==> src/rtl/noc_pkg.sv <==
// noc_pkg: flit layout, field positions and helpers shared by the NoC injection path.
package noc_pkg;
    localparam int FLIT_W    = 20;
    localparam int SRC_HI    = 19;
    localparam int SRC_LO    = 12;
    localparam int DST_HI    = 7;
    localparam int DST_LO    = 4;
    localparam int CHK_HI    = 3;
    localparam int CHK_LO    = 0;
    localparam int CLUSTER_W = 2;
    localparam int LOCAL_W   = 2;

    typedef struct packed {
        logic [SRC_HI-SRC_LO:0] src;
        logic [3:0]             rsv;
        logic [CLUSTER_W-1:0]   cluster;
        logic [LOCAL_W-1:0]     lcl;
        logic [CHK_HI-CHK_LO:0] chk;
    } flit_t;

    typedef enum logic [1:0] {IDLE, HOLD, FULL} state_t;

    function automatic logic [7:0] sat_inc8(input logic [7:0] v);
        return (v == 8'hFF) ? v : v + 8'd1;
    endfunction
endpackage

==> src/rtl/nic_inject_fifo.sv <==
// nic_inject_fifo: first-word-fall-through flit FIFO with registered IDLE/HOLD/FULL flags.
module nic_inject_fifo
    import noc_pkg::*;
#(
    parameter int DEPTH = 16,
    localparam int AW = $clog2(DEPTH)
) (
    input  logic        clk,
    input  logic        rst,
    input  flit_t       wr_data,
    input  logic        wr_en,
    input  logic        rd_en,
    output flit_t       rd_data,
    output logic        rd_valid,
    output logic        drop,
    output logic [AW:0] count,
    output logic        full,
    output logic        empty
);
    flit_t         mem [DEPTH];
    logic [AW-1:0] wr_ptr, rd_ptr;
    logic [AW:0]   count_nxt;
    logic          pop, write;
    state_t        state;

    assign pop       = rd_en && !empty;
    assign write     = wr_en && (!full || pop);
    assign drop      = wr_en && full && !pop;
    assign count_nxt = (write && !pop) ? count + 1'b1 : (!write && pop) ? count - 1'b1 : count;
    assign full      = state == FULL;
    assign empty     = state == IDLE;
    assign rd_valid  = !empty;
    // Masked while empty so stale storage never leaks onto the router port.
    assign rd_data   = empty ? '0 : mem[rd_ptr];

    always_ff @(posedge clk)
        if (write) mem[wr_ptr] <= wr_data;

    always_ff @(posedge clk or posedge rst) begin
        if (rst) begin
            wr_ptr <= '0;
            rd_ptr <= '0;
            count  <= '0;
            state  <= IDLE;
        end else begin
            if (write) wr_ptr <= wr_ptr + 1'b1;
            if (pop) rd_ptr <= rd_ptr + 1'b1;
            count <= count_nxt;
            state <= (count_nxt == '0) ? IDLE : (count_nxt == (AW+1)'(DEPTH)) ? FULL : HOLD;
        end
    end
endmodule

==> src/rtl/nic_inject_queue.sv <==
// nic_inject_queue: NoC local-port injection queue with drop/error counters.
// Define NIC_INJ_CHECK_EN to reject malformed or self-addressed flits.
module nic_inject_queue
    import noc_pkg::*;
#(
    parameter int DEPTH   = 16,
    parameter int NODE_ID = 0
) (
    input  logic                     clk,
    input  logic                     rst,
    input  logic [FLIT_W-1:0]        in_data,
    input  logic                     in_valid,
    output logic [FLIT_W-1:0]        out_data,
    output logic                     out_valid,
    input  logic                     out_ready,
    output logic [CLUSTER_W-1:0]     out_dest_cluster,
    output logic [LOCAL_W-1:0]       out_dest_local,
    output logic [$clog2(DEPTH):0]   count,
    output logic                     full,
    output logic                     empty,
    output logic [7:0]               drop_cnt,
    output logic [7:0]               err_cnt
);
    flit_t in_flit, out_flit;
    logic  push, drop;

    assign in_flit          = in_data;
    assign out_data         = out_flit;
    assign out_dest_cluster = out_flit.cluster;
    assign out_dest_local   = out_flit.lcl;

`ifdef NIC_INJ_CHECK_EN
    logic bad;
    assign bad  = in_flit.src != 8'(NODE_ID) || in_flit.rsv != '0 ||
                  in_flit.chk != {in_flit.cluster, in_flit.lcl} ||
                  {in_flit.cluster, in_flit.lcl} == 4'(NODE_ID);
    assign push = in_valid && !bad;

    always_ff @(posedge clk or posedge rst)
        if (rst) err_cnt <= '0;
        else if (in_valid && bad) err_cnt <= sat_inc8(err_cnt);
`else
    assign push    = in_valid;
    assign err_cnt = 8'(NODE_ID) & 8'h00;
`endif

    nic_inject_fifo #(.DEPTH(DEPTH)) u_fifo (
        .clk     (clk),
        .rst     (rst),
        .wr_data (in_flit),
        .wr_en   (push),
        .rd_en   (out_ready),
        .rd_data (out_flit),
        .rd_valid(out_valid),
        .drop    (drop),
        .count   (count),
        .full    (full),
        .empty   (empty)
    );

    always_ff @(posedge clk or posedge rst)
        if (rst) drop_cnt <= '0;
        else if (drop) drop_cnt <= sat_inc8(drop_cnt);
endmodule

==> config.mk <==
export PLATFORM = sky130hd
export DESIGN_NAME = nic_inject_queue
export DESIGN_NICKNAME = d
export VERILOG_FILES = /design/src/rtl/noc_pkg.sv /design/src/rtl/nic_inject_fifo.sv /design/src/rtl/nic_inject_queue.sv
export SDC_FILE = /design/constraint.sdc
export NUM_CORES = 1
export LEC_CHECK = 0
export ABC_CLOCK_PERIOD_IN_PS = 3000
export CAP_MARGIN = 40
export CORE_MARGIN = 3
export CORE_UTILIZATION = 43
export DETAILED_ROUTE_END_ITERATION = 16
export HOLD_SLACK_MARGIN = 0.06
export SYNTH_ARGS = -nofsm -noshare
export SYNTH_HDL_FRONTEND = slang
export SYNTH_HIERARCHICAL = 1
export SYNTH_SLANG_ARGS = --single-unit
==> constraint.sdc <==
create_clock -name clk -period 3 [get_ports clk]
set_clock_uncertainty 0.1 [all_clocks]
set_input_delay 0.45 -clock clk [delete_from_list [all_inputs] [get_ports clk]]
set_output_delay 0.45 -clock clk [all_outputs]
set_load 0.005 [all_outputs]
After elaboration in Yosys (flattened, before gate mapping)
Memory sizes are Yosys's and may differ from the RTL's.
Index checks and enable logic that the tools add are counted.
{"block": "word_totals", "out_inout_bits": 48, "input_bits": 24, "ramBits": 320, "elab_cells": 36, "memories": 1, "reg_bits": 23}
{"block": "op_classes", "n_mux": 7, "reduce_logical": 14, "eq_ne": 3, "n_bitwise": 1, "addsub": 5}
{"name": "u_fifo.mem", "depth": 16, "width": 20, "rd": 1, "rd_clocked_by_memory_dff": 0, "wr": 1, "line": "nic_inject_fifo.sv:20", "source": "flit_t mem [DEPTH];"}
{"op": "20-bit two-way mux", "n": 1}
{"op": "5-bit two-way mux", "n": 2}
{"op": "4-bit by 1-bit adder with 4-bit output (second input constant)", "n": 2}
{"op": "8-bit by 1-bit adder with 8-bit output (second input constant)", "n": 1}
{"op": "8-bit equality test (second input constant)", "n": 1}
{"op": "1-bit logical AND", "n": 6}
{"op": "5-bit by 1-bit adder with 5-bit output (second input constant)", "n": 1}
{"op": "5-bit equality test (second input constant)", "n": 1}
{"op": "5-bit logical NOT", "n": 1}
{"op": "5-bit by 1-bit subtractor with 5-bit output (second input constant)", "n": 1}
{"op": "1-bit logical NOT", "n": 4}
{"op": "2-bit two-way mux", "n": 2}
{"op": "2-bit equality test (second input constant)", "n": 1}
{"op": "2-bit logical NOT", "n": 1}
{"op": "1-bit two-way mux", "n": 2}
{"op": "2-bit AND reduction", "n": 1}
{"op": "1-bit logical OR", "n": 1}
{"op": "1-bit NOT", "n": 1}

Longest topological paths before layout
Gate-level depths: netlist (run 1).
{"block": "logic_depth", "depth_word": 12, "mapped_depth": 7, "depth_no_buf": 6}

By module
Netlist (run 1), hierarchy kept.
{"module": "nic_inject_fifo", "cells_per_inst": 594, "area_each_um2": 13016.2, "n_inst": 1}
{"module": "nic_inject_queue", "cells_per_inst": 48, "area_each_um2": 511.7, "n_inst": 1}

Worst setup path after synthesis (run 1)
No wires, ideal clock.
{"block": "synth_path", "path_kind": "register to register", "from": "reg u_fifo.state[0]", "to": "mem u_fifo/mem[11][0] (netlist bit) (enable)", "arrival_time_ns": 2.371, "path_stages_with_launch": 5, "slack_ns": 0.102, "setup_ns": 0.427, "n_path_buf": 0, "required_time_ns": 2.473, "cell_sequence": "dfrtp_1 -> nand2b_1 -> o21a_1 -> nand2_1 -> nor3b_1"}
{"block": "synth_via", "elab_chain_cells": 7, "word_cells_on_any_way": 9, "classes_between": "eq/ne: 1; mux: 2; reduce/logical: 6"}
{"element": "start: declaration", "line": "nic_inject_fifo.sv:24", "source": "state_t state;"}
{"element": "start signal: assignment", "line": "nic_inject_fifo.sv:49", "source": "state <= (count_nxt == '0) ? IDLE : (count_nxt == (AW+1)'(DEPTH)) ? FULL : HOLD;"}
{"element": "2-bit logical NOT", "line": "nic_inject_fifo.sv:31", "source": "assign empty = state == IDLE;"}
{"element": "1-bit logical NOT", "line": "nic_inject_fifo.sv:26", "source": "assign pop = rd_en && !empty;"}
{"element": "1-bit logical AND", "line": "nic_inject_fifo.sv:26"}
{"element": "1-bit logical OR *", "line": "nic_inject_fifo.sv:27", "source": "assign write = wr_en && (!full || pop);"}
{"element": "1-bit logical AND *", "line": "nic_inject_fifo.sv:27"}
{"element": "1-bit two-way mux *", "line": "nic_inject_fifo.sv:37", "source": "if (write) mem[wr_ptr] <= wr_data;"}
{"element": "1-bit two-way mux (implied by the code) *", "line": "nic_inject_fifo.sv:37"}
{"element": "end: declaration", "line": "nic_inject_fifo.sv:20"}
Every way passes the cells marked *; elsewhere a longest branch is shown, timed or not.

Final worst setup path (run 1)
{"block": "layout_path", "from": "reg u_fifo.rd_ptr[0]", "to": "out out_data[15]"}
{"block": "layout_via", "elab_chain_cells": 2}
{"element": "start: declaration", "line": "nic_inject_fifo.sv:21", "source": "logic [AW-1:0] wr_ptr, rd_ptr;"}
{"element": "start signal: assignment", "line": "nic_inject_fifo.sv:47", "source": "if (pop) rd_ptr <= rd_ptr + 1'b1;"}
{"element": "memory read 16 x 20 bit"}
{"element": "20-bit two-way mux", "line": "nic_inject_fifo.sv:34", "source": "assign rd_data = empty ? '0 : mem[rd_ptr];"}
{"element": "end: declaration", "line": "nic_inject_queue.sv:13", "source": "output logic [FLIT_W-1:0] out_data,"}
No other way between the ends.

==> impl_metrics.toml, run 1 <==
[final_layout]
fin_nets = 799
area_growth_syn_to_layout_pct = 21.6
final_cell_mix = "320 x edfxtp_1, 80 x mux4_2, 39 x clkdlybuf4s50_1"
drive_above_1_share = 0.302
utilization = 0.533
final_common_cell = "edfxtp_1"
nFillCells = 2388
instances_no_fill = 1188
diodes = 0

[logic_synthesis]
syn_area_um2 = 13500
syn_avg_cell_area_um2 = 21.1
yosys_warnings = 6
yosysTopAreaCellShare = 0.710
synth.distinct_cells = 46
ys.flop_type = "edfxtp_1"
ys_seq_elements = 343
synth_top_cells_by_area = "edfxtp_1 71%, mux4_2 13%, dfrtp_1 4.3%"
synthCells = 642
synth-edff-count = 320
yosysSeqAreaShare = 0.753
async_flop_share = 0.0671
synth_area_leader_cell = "edfxtp_1"

[critical_path]
cp_slowest_cell = "mux4_2"
critical_path_class = "flip-flop to output port"
slowest_delay_ps = 550
path_cells = "buf_12 > buf_12 > mux4_2 > mux2i_4 > o22ai_2 > dlygate4sd2_1"
path_delay_family = "multiplexers"
crit_required_ps = 2450
crit_top_cell = "buf_12"
arrival_ps = 2390
critPathMaxFanout = 12
critPathBufInv = 3
startpoint_type = "flip-flop"
end_kind = "output port"

[floorplan]
dieArea_um2 = 33600
pin_count = 72
fp.dieW_um = 183
core_um2 = 30800
initial_core_util = 0.439
fp.dieH_um = 183
row_count = 64

[global_route]
grt_pass1_wl_mm = 44.8
overflow = 0
first_global_vias = 6989
grt_start_max_net_pins = 42
grt_antenna_before_repair = 1
grt_usage = 0.182

[detailed_routing]
vias = 6661
drt-initial-drc-count = 596
route.detailed.drc = 0
ant_nets = 0
dr.pass1.iters = 5
routed_wl_mm = 29.9
routed_via_density = 5.61
wl_per_cell_um = 25.2

[cts]
h-tree-depth = 2
root_buffer = "clkbuf_16"
cts_buffers = 36
insertion_delay_ps = 500
ctsLongestPathBuffers = 3
cts_tree = "built"
clkTransAtPathRegs_ps = 60
hold_buffers = 0
clock-sinks = 343

[placed_design]
gp_congestion = 0.763
dp_cells = 1108
port_buffers = 63
place_hpwl_mm = 17.3

[run]
drv_cap = 0

[sta]
hold_ws_ps = 138
fmax_mhz = 340
fin_crit_ps = 2940
rsz0062_at_grt = "true"
finalSetupViolCount = 0
relSlewSlack = 0.585
worst_slew_pin_slew_ps = 622
fin_crit_sh = 0.980
slew_viol_final = 0
finalHoldViolCount = 0

[worst_hold_path]
hp-class = "input port to asynchronous set/reset pin"

[pwr]
p_leak_nw = 5.58
ir_worst_vdd_mv = 0.664
power.total_mw = 15.7
powerDensity_nw_per_um2 = 954

[run_status]
outcome = "finished, final reports clean"
[power breakdown]
part | switching [mW] | leakage [nW] | total [mW] | internal (mW)
registers | 0.280 | 3.18 | 6.06 | 5.78
clock network | 1.72 | 0.555 | 4.29 | 2.57
logic | 2.59 | 1.85 | 5.34 | 2.75
total | 4.59 | 5.58 | 15.7 | 11.1
[layer usage]
metal  part of all wire  global-route usage
met5            0.00037                   0
met4              0.018              0.0439
met3              0.059              0.0331
met2               0.51               0.311
met1               0.41               0.245
[layout make-up]
cell class                 instances  area (um^2)  share of cell area
sequential                       343        10200               0.620
inverter                           8         30.0             0.00183
clock buffer                      47          985              0.0599
tap                              396          495              0.0301
multi-input combinational        255         3250               0.197
timing repair buffer             123         1330              0.0810
clock inverter                    16          160             0.00974
[cells by family after synthesis]
group	count (synthesis)	synth area share
AO/OA/AOI/OAI	39	0.0184
XOR/XNOR	14	0.00906
adder cells (fa/ha/maj)	8	0.00740
buffers and inverters	51	0.0184
flip-flops	343	0.753
multiplexers	123	0.165
other	1	0.000277
AND/OR/NAND/NOR	63	0.0281
[flip-flops by register name, indices dropped and copies added (netlist names)]
name           count
u_fifo/mem       320
u_fifo/rd_ptr      4
u_fifo/count       5
u_fifo/wr_ptr      4
u_fifo/state       2
drop_cnt           8
[per-stage QoR]
stage | area [um^2] | setup TNS [ps] | setup WS (ps)
detailed placement | 15000 | 0 | 89.9
global placement | 15000 | 0 | 157
finish | 16400 | 0 | 59.8
floorplan | 13600 | 0 | 102
CTS | 16400 | -692 | -135
global route | 16400 | -69.1 | -30.3
[worst reg2reg max path, stage by stage (launching register included)]
cell,delay (ps)
dfrtp_1,400
nand2b_1,180
o21a_1,420
nand2_1,260
nor3b_2,410
buf_12,240
[cells in the mapped netlist (all sizes together), types with 2 or more instances]
| cell type | instances |
|---|---|
| buf | 27 |
| mux2i | 41 |
| nor4 | 2 |
| a21oi | 5 |
| xnor2 | 12 |
| nor3 | 2 |
| inv | 8 |
| nand2b | 4 |
| mux2 | 2 |
| o22ai | 21 |
| a31oi | 3 |
| o21a | 2 |
| and4 | 5 |
| nand2 | 13 |
| xor2 | 2 |
| nand3 | 5 |
| nor2 | 7 |
| and3 | 7 |
| edfxtp | 320 |
| nand4 | 4 |
| dfrtp | 23 |
| clkbuf | 16 |
| ha | 8 |
| mux4 | 80 |
| a211oi | 2 |
| o21ai | 4 |
| nor3b | 3 |
| and2 | 6 |
[worst paths after layout]
check / start / to / slack (ps) / depth (start not counted)
setup / recovery: u_fifo/rd_ptr[0]$_DFFE_PP0N_ / out_data[15] / 60 / 6
max in group asynchronous: rst / u_fifo/rd_ptr[2]$_DFFE_PP0N_ / 2070 / 2
hold / removal: rst / drop_cnt[1]$_DFFE_PP0P_ / 140 / 2
setup reg to reg: u_fifo/state[0]$_DFF_PP0_ / u_fifo/mem[7][13]$_DFFE_PP_ / 670 / 5
min in group clk: u_fifo/count[4]$_DFF_PP0_ / u_fifo/count[4]$_DFF_PP0_ / 380 / 1
hold reg to reg: u_fifo/count[4]$_DFF_PP0_ / u_fifo/count[4]$_DFF_PP0_ / 380 / 1
[repair_timing]
item / 4_1_cts / 5_1_grt
hold endpoints to repair: 0 / 0
gates cloned: 3 / 0
pin swaps: 1 / 1
setup buffers: 12 / 4
endpoints found under the setup margin: 24 / 23
gates resized for setup: 65 / 33
No activity file was read; power rests on OpenSTA's default activity.
==> run 2: changes to the inputs <==
- ABC_CLOCK_PERIOD_IN_PS: 3000 -> 2400
- clock period: 3 -> 2.4 ns (I/O delays scaled with it)
==> run 2 against run 1 <==
  * The run now ends with setup timing left
  * Total power is 27% higher
  * Critical path depth increased by 2
  * Core utilization is 0.91 points higher
  * Wire length is 3.6% higher
  * Non-clock buffer count up 22
  * Flip-flop and latch count unchanged
  * Critical path type unchanged
  * Largest power group unchanged
==> impl_metrics.toml, run 2 (same netlist as run 1, synthesis figures left out) <==
[run_status]
outcome = "finished with violations"
violations = "setup timing"

[sta]
hold_ws_ps = 408
fin_crit_sh = 1.18
fmax_mhz = 353
fin_setup_tns_ps = -8690
finalSetupViolCount = 24
relSlewSlack = 0.564
rsz0062_at_grt = "true"
setup_ws_ps = -433
slew_viol_final = 0
worst_slew_pin_slew_ps = 654
finalHoldViolCount = 0
fin_crit_ps = 2830

[detailed_routing]
drt-initial-drc-count = 451
routed_wl_mm = 31.0
wl_per_cell_um = 25.6
ant_nets = 0
wl_met2_mm = 15.4
top_layer_used = "met5"
vias = 6834
route.detailed.drc = 0
met1Wirelength_mm = 13.4
routed_via_density = 5.64
dr.pass1.iters = 5
wl_met3_mm = 1.64

[critical_path]
startpoint_type = "flip-flop"
critPathBufInv = 5
path_delay_family = "buffers and inverters"
critical_path_class = "flip-flop to output port"
crit_required_ps = 1940
cp_slowest_cell = "dfrtp_4"
slowest_delay_ps = 520
end_kind = "output port"
critPathMaxFanout = 7
r2r_setup_slack_ps = 320
path_cells = "buf_12 > buf_16 > buf_8 > buf_6 > mux4_2 > mux2i_1 > o22ai_1 > buf_2"
arrival_ps = 2370

[floorplan]
fp.dieH_um = 183
fp.dieW_um = 183
dieArea_um2 = 33600
pin_count = 72
core_um2 = 30800
initial_core_util = 0.439
row_count = 64

[global_route]
first_global_vias = 7125
grt_usage = 0.188
grt_pass1_wl_mm = 46.4
overflow = 0
grt_start_max_net_pins = 27
grt_antenna_before_repair = 1

[final_layout]
instances_no_fill = 1211
nFillCells = 2346
diodes = 0
multi_input_area_um2 = 3270
area_growth_syn_to_layout_pct = 23.6
regArea_um2 = 10200
largest_register_ffs = 320
fin_nets = 821
final_cell_mix = "320 x edfxtp_1, 80 x mux4_2, 39 x clkdlybuf4s50_1"
largestRegisters = "u_fifo/mem x320, drop_cnt x8, u_fifo/count x5"
final_common_cell = "edfxtp_1"
drive_above_1_share = 0.324
top_register = "u_fifo/mem"

[cts]
h-tree-depth = 2
insertion_delay_ps = 510
ctsLongestPathBuffers = 3
clkTransAtPathRegs_ps = 50
clock-sinks = 343
cts_buffers = 36
root_buffer = "clkbuf_16"
cts_tree = "built"

[placed_design]
dp_cells = 1123
place_hpwl_mm = 17.8
gp_congestion = 0.798
port_buffers = 63

[worst_hold_path]
hp-class = "flip-flop to flip-flop"

[pwr]
p_leak_nw = 5.71
ir_worst_vdd_mv = 0.609
powerDensity_nw_per_um2 = 1190

[run]
drv_cap = 0
-- run 2: power breakdown --
part,internal [mW],switching [mW],total (mW)
registers,7.22,0.326,7.55
logic,3.87,3.44,7.31
clock network,2.94,2.13,5.07
-- run 2: per-stage QoR --
step                power (mW)  setup WS (ps)  area [um^2]  utilization
global placement          14.2           -251        15300        0.495
floorplan                 11.2            169        13600            -
global route              20.9           -512        16700        0.542
detailed placement        14.3           -231        15300        0.495
CTS                       20.1           -456        16700        0.542
finish                    19.9           -433        16700        0.542
-- run 2: per-layer routing --
layer  up-vias  global-route usage
li1       2942                   -
met1      3641               0.267
met2       208               0.312
met3        41              0.0290
met4         2              0.0457
met5         -                   0
-- run 2: what timing repair did --
action                                  4_1_cts  5_1_grt
gates cloned                                  7        0
endpoints found under the setup margin       24       24
hold buffers                                  1        0
resized for setup                           132        7
pin swaps                                    18        7
endpoints found under the hold margin         8        0
buffers inserted                             16        4
-- run 2: worst paths after layout --
check / startpoint / end / cells past startpoint
setup reg to reg: u_fifo/state[1]$_DFF_PP0_ / u_fifo/mem[11][2]$_DFFE_PP_ / 6
setup / recovery: u_fifo/rd_ptr[0]$_DFFE_PP0N_ / out_data[1] / 8
hold / removal: u_fifo/count[4]$_DFF_PP0_ / u_fifo/count[4]$_DFF_PP0_ / 1
hold reg to reg: u_fifo/count[4]$_DFF_PP0_ / u_fifo/count[4]$_DFF_PP0_ / 1
max in group asynchronous: rst / u_fifo/rd_ptr[0]$_DFFE_PP0N_ / 3
min in group asynchronous: rst / drop_cnt[4]$_DFFE_PP0P_ / 3
-- run 2: layout make-up --
class | instances | share of cell area
Clock buffer | 49 | 0.0581
Sequential cell | 343 | 0.609
Clock inverter | 15 | 0.00598
Multi-Input combinational cell | 255 | 0.196
Timing Repair Buffer | 145 | 0.0994
Tap cell | 396 | 0.0296
Inverter | 8 | 0.00180
==> run 3: changes to the inputs <==
- CORE_ASPECT_RATIO: not set -> 1.25
- SYNTH_HIERARCHICAL: 1 -> not set
==> run 3 against run 2 <==
  * The run still ends with setup timing left
  * Via count is 0.79% lower
  * Final area is 0.19% lower
  * First-iteration DRC count is 34% higher
  * Fmax is 0.60% lower
  * Worst setup slack worse by 17 ps
  * Total power is 0.36% lower
  * Sequential power hardly changed
  * Clock-buffer cell count stayed put
  * Critical endpoint is now out_data[11]
  * Largest cell class unchanged
==> impl_metrics.toml, run 3 <==
[run_status]
outcome = "finished with violations"
violations = "setup timing"

[final_layout]
top_register = "u_fifo.mem"
final_common_cell = "edfxtp_1"
fin_nets = 805
final_cell_mix = "320 x edfxtp_1, 80 x mux4_2, 39 x clkdlybuf4s50_1"
area_growth_syn_to_layout_pct = 23.6
nFillCells = 2341
diodes = 0
drive_above_1_share = 0.329
largestRegisters = "u_fifo.mem x320, drop_cnt x8, u_fifo.count x5"
largest_register_ffs = 320

[detailed_routing]
ant_nets = 0
route.detailed.drc = 0
routed_via_density = 5.65
vias = 6780
drt-initial-drc-count = 605
routed_wl_mm = 30.9
wl_per_cell_um = 25.7
dr.pass1.iters = 4

[floorplan]
fp.dieH_um = 204
initial_core_util = 0.442
fp.dieW_um = 165
row_count = 71
core_um2 = 30600
dieArea_um2 = 33600
pin_count = 72

[logic_synthesis]
syn_avg_cell_area_um2 = 21.1
synth_simple_gate_area_frac = 0.0259
ys_seq_elements = 343
synthXorXnorAreaFrac = 0.0117
yosys-mux-area-fraction = 0.165
synth-edff-count = 320
synth_common_cells = "320 x edfxtp_1, 80 x mux4_2, 40 x mux2i_1"
yosys_warnings = 0
yosysTopAreaCellShare = 0.712
synth_area_leader_cell = "edfxtp_1"
async_flop_share = 0.0671
synth-compound-area-share = 0.0161
synth_top_family_by_area = "multiplexers"
yosysSeqAreaShare = 0.754
ys.flop_type = "edfxtp_1"
synth_top_cells_by_area = "edfxtp_1 71%, mux4_2 13%, dfrtp_1 4.3%"
synthCells = 639
synth_fa_ha_area_frac = 0.00741
yosysMostFrequentCell = "edfxtp_1"
syn_area_um2 = 13500
synth.distinct_cells = 41

[run]
drv_cap = 0

[global_route]
grt_start_max_net_pins = 27
grt_antenna_before_repair = 1
gr-usage-met1 = 0.243
use_met2 = 0.320
met3_usage = 0.0379
first_global_vias = 7272
grt_pass1_wl_mm = 45.4
grt_usage = 0.187
overflow = 0
grt_busiest_layer = "met2"

[sta]
fmax_mhz = 351
rsz0062_at_grt = "true"
setup_ws_ps = -450
fin_crit_ps = 2850
finalHoldViolCount = 0
worst_slew_pin_slew_ps = 600
hold_ws_ps = 90.1
relSlewSlack = 0.599
slew_viol_final = 0
fin_crit_sh = 1.19
finalSetupViolCount = 24

[critical_path]
end_kind = "output port"
crit_top_cell = "buf_12"
slowest_delay_ps = 530
critPathMaxFanout = 5
critPathBufInv = 4
path_delay_family = "multiplexers"
startpoint_type = "flip-flop"
crit_required_ps = 1940
cp_slowest_cell = "dfrtp_4"
arrival_ps = 2390
critical_path_class = "flip-flop to output port"
path_cells = "buf_12 > buf_12 > buf_16 > mux4_2 > mux2i_2 > o22ai_2 > buf_2"

[cts]
h-tree-depth = 2
hold_buffers = 0
root_buffer = "clkbuf_16"
ctsLongestPathBuffers = 3
clock-sinks = 343
cts_buffers = 35
cts_tree = "built"
insertion_delay_ps = 510
clkTransAtPathRegs_ps = 60

[pwr]
p_leak_nw = 5.68
powerDensity_nw_per_um2 = 1190
power.total_mw = 19.9
ir_worst_vdd_mv = 0.646

[placed_design]
pre_cts_ws_ps = -233
port_buffers = 63
gp_congestion = 0.815
place_hpwl_mm = 16.8

[worst_hold_path]
hp-class = "input port to asynchronous set/reset pin"
-- run 3: worst reg2reg max path, stage by stage (launching register included) --
cell	delay, ps
dfrtp_1	390
buf_4	150
nand2b_1	140
nor2_1	60
nor2_1	220
buf_12	180
nand2_1	120
nor3b_2	270
buf_12	250
-- run 3: worst paths after layout --
check,from,to,slack [ps],depth (start not counted)
max reg2reg,u_fifo.state[1]$_DFF_PP0_,u_fifo.mem[6][9]$_DFFE_PP_,200,8
max in group asynchronous,rst,u_fifo.wr_ptr[3]$_DFFE_PP0P_,1540,3
max,u_fifo.rd_ptr[0]$_DFFE_PP0N_,out_data[11],-450,7
min reg2reg,drop_cnt[6]$_DFFE_PP0P_,drop_cnt[6]$_DFFE_PP0P_,400,1
min,rst,u_fifo.count[1]$_DFF_PP0_,90,2
min in group clk,drop_cnt[6]$_DFFE_PP0P_,drop_cnt[6]$_DFFE_PP0P_,400,1
-- run 3: kinds of logic (layout without fill, tap and decap cells) --
group           Yosys count  after routing
flops                   343            343
simple gates             62             62
other cells               1              8
buf+inv                  52            206
xor+xnor                 18             18
compound gates           33             33
fa+ha+maj                 8              8
mux                     122            122
-- run 3: final cells by class --
type	count	area [um^2]	share of cell area
Multi-Input combinational cell	251	3270	0.196
Clock buffer	49	948	0.0568
Clock inverter	15	81.3	0.00487
Sequential cell	343	10200	0.611
Tap cell	401	502	0.0301
Inverter	8	32.5	0.00195
Timing Repair Buffer	134	1660	0.0997
-- run 3: routing by layer --
| layer | part of all wire | vias to the layer above |
|---|---|---|
| li1 | - | 2898 |
| met1 | 0.40 | 3582 |
| met2 | 0.52 | 239 |
| met3 | 0.058 | 59 |
| met4 | 0.023 | 2 |
| met5 | 0.00026 | - |
-- run 3: repair_timing --
item | 4_1_cts | 5_1_grt
gates resized for setup | 132 | 18
buffers inserted | 19 | 7
setup endpoints to repair | 24 | 25
gates cloned | 5 | 0
pin swaps | 15 | 6
-- run 3: per-stage QoR --
stage | instances | util | cell area (um^2) | TNS [ps]
floorplan | 646 | - | 13500 | -49500
global placement | 1111 | 0.496 | 15200 | -3260
detailed placement | 1111 | 0.496 | 15200 | -6800
CTS | 1197 | 0.544 | 16600 | -9900
global route | 1201 | 0.546 | 16700 | -10630
finish | 1201 | 0.546 | 16700 | -8750
-- run 3: report_power, final --
group	internal, mW	switching, mW	total [mW]	leakage, nW
Clock	2.77	2.11	4.89	0.503
Combinational	3.94	3.45	7.40	2.00
Sequential	7.23	0.347	7.57	3.18
Total	13.9	5.91	19.9	5.68
